`config.mk`:
```
export PLATFORM = sky130hd
export DESIGN_NAME = mips_mc_ctrl
export DESIGN_NICKNAME = d
export VERILOG_FILES = /design/src/rtl/mips_pkg.sv /design/src/rtl/mips_mc_decode.sv /design/src/rtl/mips_mc_ctrl.sv
export SDC_FILE = /design/constraint.sdc
export NUM_CORES = 1
export LEC_CHECK = 0
export BUFFER_PORTS_ARGS = -buffer_cell sky130_fd_sc_hd__buf_2
export CORE_MARGIN = 2
export CORE_UTILIZATION = 45
export DETAILED_ROUTE_END_ITERATION = 12
export GPL_TIMING_DRIVEN = 0
export PLACE_DENSITY = 0.77
export SLEW_MARGIN = 20
export SYNTH_ARGS = -nofsm -noshare
export SYNTH_HDL_FRONTEND = slang
export SYNTH_SLANG_ARGS = --single-unit
```
`constraint.sdc`:
```
create_clock -name clk -period 1.87 [get_ports clk]
set_clock_uncertainty 0.2 [all_clocks]
set_input_delay 0.374 -clock clk [delete_from_list [all_inputs] [get_ports clk]]
set_output_delay 0.374 -clock clk [all_outputs]
set_load 0.005 [all_outputs]
```
`src/rtl/mips_pkg.sv`:
```
// mips_pkg: shared constants for the multi-cycle MIPS controller.
//   - opcode / funct field values of the supported instruction subset
//   - controller state enumeration
//   - datapath mux / ALU select encodings
package mips_pkg;

  localparam logic [5:0] OP_RTYPE = 6'h00;
  localparam logic [5:0] OP_J     = 6'h02;
  localparam logic [5:0] OP_JAL   = 6'h03;
  localparam logic [5:0] OP_BEQ   = 6'h04;
  localparam logic [5:0] OP_ORI   = 6'h0D;
  localparam logic [5:0] OP_LUI   = 6'h0F;
  localparam logic [5:0] OP_LW    = 6'h23;
  localparam logic [5:0] OP_SW    = 6'h2B;

  localparam logic [5:0] FN_SLL   = 6'h00;
  localparam logic [5:0] FN_JR    = 6'h08;
  localparam logic [5:0] FN_ADDU  = 6'h21;
  localparam logic [5:0] FN_SUBU  = 6'h23;

  typedef enum logic [3:0] {
    S_FETCH, S_DECODE, S_MEMADR, S_MEMRD, S_MEMWB, S_MEMWR,
    S_RTYPE_EX, S_ALU_WB, S_IMM_EX, S_IMM_WB, S_BEQ_EX,
    S_JUMP, S_JAL, S_JR, S_ILLEGAL, S_BUSERR
  } state_e;

  localparam logic [2:0] ALU_ADD    = 3'd0;
  localparam logic [2:0] ALU_SUB    = 3'd1;
  localparam logic [2:0] ALU_OR     = 3'd2;

  localparam logic [1:0] PC_ALU     = 2'd0;
  localparam logic [1:0] PC_ALUOUT  = 2'd1;
  localparam logic [1:0] PC_JUMP    = 2'd2;
  localparam logic [1:0] PC_RS      = 2'd3;

  localparam logic [1:0] RD_RT      = 2'd0;
  localparam logic [1:0] RD_RD      = 2'd1;
  localparam logic [1:0] RD_RA      = 2'd2;

  localparam logic [1:0] WB_ALUOUT  = 2'd0;
  localparam logic [1:0] WB_MDR     = 2'd1;
  localparam logic [1:0] WB_PC      = 2'd2;

  localparam logic [1:0] IMM_SIGN   = 2'd0;
  localparam logic [1:0] IMM_ZERO   = 2'd1;
  localparam logic [1:0] IMM_LUI    = 2'd2;

endpackage

```
`src/rtl/mips_mc_decode.sv`:
```
// mips_mc_decode: combinational opcode/funct decode.
//   opcode, funct : instruction fields from the IR
//   next_state    : state to dispatch to from DECODE (S_ILLEGAL if unknown)
//   alu_op        : ALU operation for R-type execute
//   imm_src       : immediate extension for ori/lui
//   mem_write     : memory-reference instruction is a store
//   illegal_op    : opcode/funct not in the supported subset
module mips_mc_decode
  import mips_pkg::*;
(
  input  logic [5:0] opcode,
  input  logic [5:0] funct,
  output state_e     next_state,
  output logic [2:0] alu_op,
  output logic [1:0] imm_src,
  output logic       mem_write,
  output logic       illegal_op
);

  always_comb begin
    next_state = S_ILLEGAL;
    alu_op     = ALU_ADD;
    imm_src    = IMM_SIGN;
    mem_write  = (opcode == OP_SW);
    case (opcode)
      OP_RTYPE: begin
        case (funct)
          // sll only ever appears as nop; it writes $0 so the ALU op is moot
          FN_SLL, FN_ADDU: next_state = S_RTYPE_EX;
          FN_SUBU: begin
            next_state = S_RTYPE_EX;
            alu_op     = ALU_SUB;
          end
          FN_JR:   next_state = S_JR;
          default: next_state = S_ILLEGAL;
        endcase
      end
      OP_LW, OP_SW: next_state = S_MEMADR;
      OP_ORI: begin
        next_state = S_IMM_EX;
        imm_src    = IMM_ZERO;
      end
      OP_LUI: begin
        next_state = S_IMM_EX;
        imm_src    = IMM_LUI;
      end
      OP_BEQ:  next_state = S_BEQ_EX;
      OP_J:    next_state = S_JUMP;
      OP_JAL:  next_state = S_JAL;
      default: next_state = S_ILLEGAL;
    endcase
    illegal_op = (next_state == S_ILLEGAL);
  end

endmodule

```
`src/rtl/mips_mc_ctrl.sv`:
```
// mips_mc_ctrl: multi-cycle MIPS control unit driving a shared-memory
// datapath and a variable-latency unified memory (req/ready handshake).
//   clk, reset (async, active low), instr (latched IR), zero (ALU flag),
//   mem_ready -> mem_req/mem_we/i_or_d, datapath strobes and mux selects,
//   sticky illegal / bus_err flags.
// Optional build macro MIPS_MC_CTRL_PERF_EN adds cyc_cnt / instr_cnt.
module mips_mc_ctrl
  import mips_pkg::*;
#(
  parameter int MEM_TIMEOUT = 16,
  parameter int TO_W        = 8
) (
  input  logic        clk,
  input  logic        reset,
  input  logic [31:0] instr,
  input  logic        zero,
  input  logic        mem_ready,
  output logic        mem_req,
  output logic        mem_we,
  output logic        i_or_d,
  output logic        ir_write,
  output logic        pc_write,
  output logic [1:0]  pc_src,
  output logic        reg_write,
  output logic [1:0]  reg_dst,
  output logic [1:0]  mem_to_reg,
  output logic        alu_src_a,
  output logic [1:0]  alu_src_b,
  output logic [1:0]  imm_src,
  output logic [2:0]  alu_op,
  output logic        illegal,
  output logic        bus_err
`ifdef MIPS_MC_CTRL_PERF_EN
  ,
  output logic [31:0] cyc_cnt,
  output logic [31:0] instr_cnt
`endif
);

  state_e          state_q, state_d;
  logic [TO_W-1:0] to_q, to_d;

  state_e     dec_state;
  logic [2:0] dec_alu_op;
  logic [1:0] dec_imm_src;
  logic       dec_mem_write;
  logic       dec_illegal_unused;
  logic       instr_unused;

  assign instr_unused = ^instr[25:6];

  mips_mc_decode u_dec (
    .opcode     (instr[31:26]),
    .funct      (instr[5:0]),
    .next_state (dec_state),
    .alu_op     (dec_alu_op),
    .imm_src    (dec_imm_src),
    .mem_write  (dec_mem_write),
    .illegal_op (dec_illegal_unused)
  );

  // Request states, independent of reset gating (counter is held in reset).
  logic in_req, wait_cyc, timeout;
  assign in_req   = (state_q == S_FETCH) || (state_q == S_MEMRD) || (state_q == S_MEMWR);
  assign wait_cyc = in_req && !mem_ready;
  // Trap on the wait cycle that would bring the count to MEM_TIMEOUT;
  // a ready in that same cycle still completes.
  assign timeout  = wait_cyc && (to_q == TO_W'(MEM_TIMEOUT - 1));

  always_comb begin
    state_d = state_q;
    case (state_q)
      S_FETCH:    state_d = mem_ready ? S_DECODE : (timeout ? S_BUSERR : S_FETCH);
      S_DECODE:   state_d = dec_state;
      S_MEMADR:   state_d = dec_mem_write ? S_MEMWR : S_MEMRD;
      S_MEMRD:    state_d = mem_ready ? S_MEMWB : (timeout ? S_BUSERR : S_MEMRD);
      S_MEMWR:    state_d = mem_ready ? S_FETCH : (timeout ? S_BUSERR : S_MEMWR);
      S_RTYPE_EX: state_d = S_ALU_WB;
      S_IMM_EX:   state_d = S_IMM_WB;
      S_MEMWB, S_ALU_WB, S_IMM_WB, S_BEQ_EX, S_JUMP, S_JAL, S_JR:
                  state_d = S_FETCH;
      default:    state_d = state_q;
    endcase
    if (state_d != state_q) to_d = '0;
    else if (wait_cyc)      to_d = to_q + 1'b1;
    else                    to_d = to_q;
  end

  always_ff @(posedge clk or negedge reset) begin
    if (!reset) begin
      state_q <= S_FETCH;
      to_q    <= '0;
    end else begin
      state_q <= state_d;
      to_q    <= to_d;
    end
  end

  // Outputs decode from the current state; gating with reset drops the
  // request immediately when reset asserts, even in FETCH.
  always_comb begin
    mem_req = 1'b0; mem_we = 1'b0; i_or_d = 1'b0; ir_write = 1'b0;
    pc_write = 1'b0; pc_src = PC_ALU; reg_write = 1'b0; reg_dst = RD_RT;
    mem_to_reg = WB_ALUOUT; alu_src_a = 1'b0; alu_src_b = 2'd0;
    imm_src = IMM_SIGN; alu_op = ALU_ADD; illegal = 1'b0; bus_err = 1'b0;
    if (reset) begin
      case (state_q)
        S_FETCH: begin
          mem_req   = 1'b1;
          alu_src_b = 2'd1;
          ir_write  = mem_ready;
          pc_write  = mem_ready;
        end
        S_DECODE:   alu_src_b = 2'd3;
        S_MEMADR: begin
          alu_src_a = 1'b1;
          alu_src_b = 2'd2;
        end
        S_MEMRD: begin
          mem_req = 1'b1;
          i_or_d  = 1'b1;
        end
        S_MEMWB: begin
          reg_write  = 1'b1;
          mem_to_reg = WB_MDR;
        end
        S_MEMWR: begin
          mem_req = 1'b1;
          mem_we  = 1'b1;
          i_or_d  = 1'b1;
        end
        S_RTYPE_EX: begin
          alu_src_a = 1'b1;
          alu_op    = dec_alu_op;
        end
        S_ALU_WB: begin
          reg_write = 1'b1;
          reg_dst   = RD_RD;
        end
        S_IMM_EX: begin
          alu_src_a = 1'b1;
          alu_src_b = 2'd2;
          imm_src   = dec_imm_src;
          alu_op    = ALU_OR;
        end
        S_IMM_WB:   reg_write = 1'b1;
        S_BEQ_EX: begin
          alu_src_a = 1'b1;
          alu_op    = ALU_SUB;
          pc_src    = PC_ALUOUT;
          pc_write  = zero;
        end
        S_JUMP: begin
          pc_write = 1'b1;
          pc_src   = PC_JUMP;
        end
        S_JAL: begin
          // PC already holds PC+4 from FETCH, so it is the link value
          pc_write   = 1'b1;
          pc_src     = PC_JUMP;
          reg_write  = 1'b1;
          reg_dst    = RD_RA;
          mem_to_reg = WB_PC;
        end
        S_JR: begin
          pc_write = 1'b1;
          pc_src   = PC_RS;
        end
        S_ILLEGAL:  illegal = 1'b1;
        S_BUSERR:   bus_err = 1'b1;
        default: ;
      endcase
    end
  end

`ifdef MIPS_MC_CTRL_PERF_EN
  logic [31:0] cyc_q, cyc_d, icnt_q, icnt_d;

  always_comb begin
    cyc_d  = cyc_q;
    icnt_d = icnt_q;
    if (state_q != S_ILLEGAL && state_q != S_BUSERR) cyc_d = cyc_q + 32'd1;
    if (state_d == S_FETCH && state_q != S_FETCH)    icnt_d = icnt_q + 32'd1;
  end

  always_ff @(posedge clk or negedge reset) begin
    if (!reset) begin
      cyc_q  <= '0;
      icnt_q <= '0;
    end else begin
      cyc_q  <= cyc_d;
      icnt_q <= icnt_d;
    end
  end

  assign cyc_cnt   = cyc_q;
  assign instr_cnt = icnt_q;
`endif

endmodule

```
==> flow_summary.ini <==
[clocking]
cts-buffers-inserted = 3
clk-insertion-delay-late_ns = 0.28
ctsLongestPathBuffers = 2
clock-sinks = 12
cts_tree = done
clock-root-buffer = clkbuf_4
htreeDepth = 1
clk_pin_slew_ns = 0.08

[finish]
stdcell_count = 339
layout.nets = 331
diodes = 0
utilization = 0.834
layout_commonest_cell = buf_4
final_area_mm2 = 0.00280
drive_above_1_share = 0.621
syn_to_final_growth_pct = 77.7
final_cell_mix = 37 x buf_4, 32 x buf_2, 23 x buf_6

[synth]
syn_inst = 199
async_flop_share = 1.00
netlist_area_mm2 = 0.00158
synthesis.nets = 236
synth_warnings = 0
avgSynthCellArea_um2 = 7.93
ys_types = 65
ys.flop_type = dfrtp_1
synth-seq-cells = 12
yosysSeqAreaShare = 0.190
synth_edf_count = 0

[pwr]
p_leak_nw = 1.24
ir_drop_uv = 1110
powerDensity_mw_per_mm2 = 1590

[place]
dp.cells = 280
place_congestion = 0.941
io_buffers = 35
hpwlAfterDp_um = 3260
pre_cts_ws_ns = -0.488
placed_area_mm2 = 0.00181

[global_routing]
grt-ovfl-total = 0
antenna_found_initial = 0
track_usage = 0.291
grt_max_degree = 13
grt_pass1_wl_um = 9420
grt_pass1_vias = 1954

[timing]
fmax_mhz = 416
slew_headroom = 0.593
finalHoldViolations = 0
worstMarginPinSlew_ns = 0.609
period_needed_ns = 2.40
setup_violations = 32
setup_slack_ns = -0.532
period_share = 1.28
drv_slew = 0
setup_tns_ns = -11.24
rsz0062_at_grt = true

[floorplanning]
core_mm2 = 0.00336
dieArea_mm2 = 0.00400
die_h_um = 63.2
start_util = 0.469
die_x_um = 63.2
io_pins = 58
fp-row-count = 21

[setup_path]
cp.arrival_ns = 2.40
critPathCaptureType = flip-flop
cp_max_fo = 8
reg2reg_slack_ns = -0.53
crit_required_ns = 1.87
worstSetupPathType = reg2reg
critPathLaunchType = flip-flop

[flow_run]
cap_violations = 0

[status]
status = finished with violations
violations = setup timing

[route]
drtPass1Iterations = 5
drc = 0
drt_wl_total_um = 7600
drt-initial-drc-count = 260
viasPerCell = 6.59
ant_nets = 0
wire_per_inst_um = 22.4
vias = 2234

[min_path]
hold_class = in2reg
-- worst max-delay path: stages, from the launching register on --
cell and delay (ns):
dfrtp_2 0.44, buf_6 0.14, buf_6 0.14, nor2b_1 0.16, o21ai_1 0.32, nand2_2 0.19, nor3_2 0.29, o32ai_4 0.12
buf_12 0.15, nor3_2 0.17
-- cells in the mapped netlist, drive strengths merged (5+ instances only) --
cell type,n,area share
nor3,15,0.083
inv,6,0.014
xnor2,5,0.028
nor4,6,0.033
nand3,6,0.027
nor2,21,0.056
buf,8,0.027
and3,5,0.020
nand4,6,0.024
o21ai,11,0.037
xor2,7,0.039
a21oi,9,0.029
nand2,22,0.054
dfrtp,12,0.19
-- cell type report --
class / count / area (um2)
clock buffer: 4 / 36.3
inverter: 6 / 28.8
timing repair buffer: 90 / 689
sequential: 12 / 304
buffer: 12 / 146
tap: 46 / 57.6
fill: 182 / 559
multi-input combinational: 169 / 1540
-- path summary, 6_finish.rpt --
| kind | from | endpoint | cells past startpoint |
|---|---|---|---|
| min in group asynchronous | reset | to_q[6]$_DFFE_PN0P_ | 2 |
| max reg2reg | state_q[1]$_DFF_PN0_ | to_q[3]$_DFFE_PN0P_ | 9 |
| min | instr[30] | state_q[3]$_DFF_PN0_ | 3 |
| max in group asynchronous | reset | to_q[0]$_DFFE_PN0P_ | 2 |
| max | state_q[1]$_DFF_PN0_ | to_q[3]$_DFFE_PN0P_ | 9 |
| min reg2reg | to_q[7]$_DFFE_PN0P_ | to_q[7]$_DFFE_PN0P_ | 2 |
-- logic make-up (layout without fill, tap and decap cells) --
family / count (synthesis) / in the layout / synth area share
DFF: 12 / 12 / 0.190
buffers and inverters: 18 / 112 / 0.0515
other: 1 / 1 / 0.00238
muxes: 3 / 3 / 0.0270
AOI/OAI and AO/OA: 42 / 42 / 0.214
adders and majority gates: 1 / 1 / 0.00793
xor gates and xnor gates: 12 / 12 / 0.0666
and+or+nand+nor: 110 / 110 / 0.440
-- power by group --
part | switching (W) | internal (W) | leakage (nW)
Combinational | 0.00204 | 0.00182 | 1.06
Clock | 0.0000976 | 0.000118 | 0.0210
Sequential | 0.0000655 | 0.000314 | 0.157
-- repair_timing --
action	in CTS	in global routing
hold buffers	1	0
buffers inserted	24	29
endpoints found under the setup margin	33	33
hold endpoints to repair	12	0
gates cloned	1	0
pin swaps	27	25
gates resized for setup	64	64
-- flip-flops by register name, indices dropped and copies added, names as in the netlist --
signal	cells
state_q	4
to_q	8
-- stage by stage --
stage	total power [W]	hold slack (ns)
after floorplan	0.00180	-0.122
after global placement	0.00221	0.107
after detailed placement	0.00222	0.116
after CTS	0.00331	0.346
after global routing	0.00458	0.379
final	0.00446	0.366
-- layer usage --
metal / up-vias / global-route usage / part of all wire
li1: 938 / - / -
met1: 1075 / 0.367 / 0.39
met2: 182 / 0.495 / 0.47
met3: 39 / 0.0429 / 0.089
met4: 0 / 0.125 / 0.049
met5: - / 0 / 0
Power figures use the tool's default switching activity.
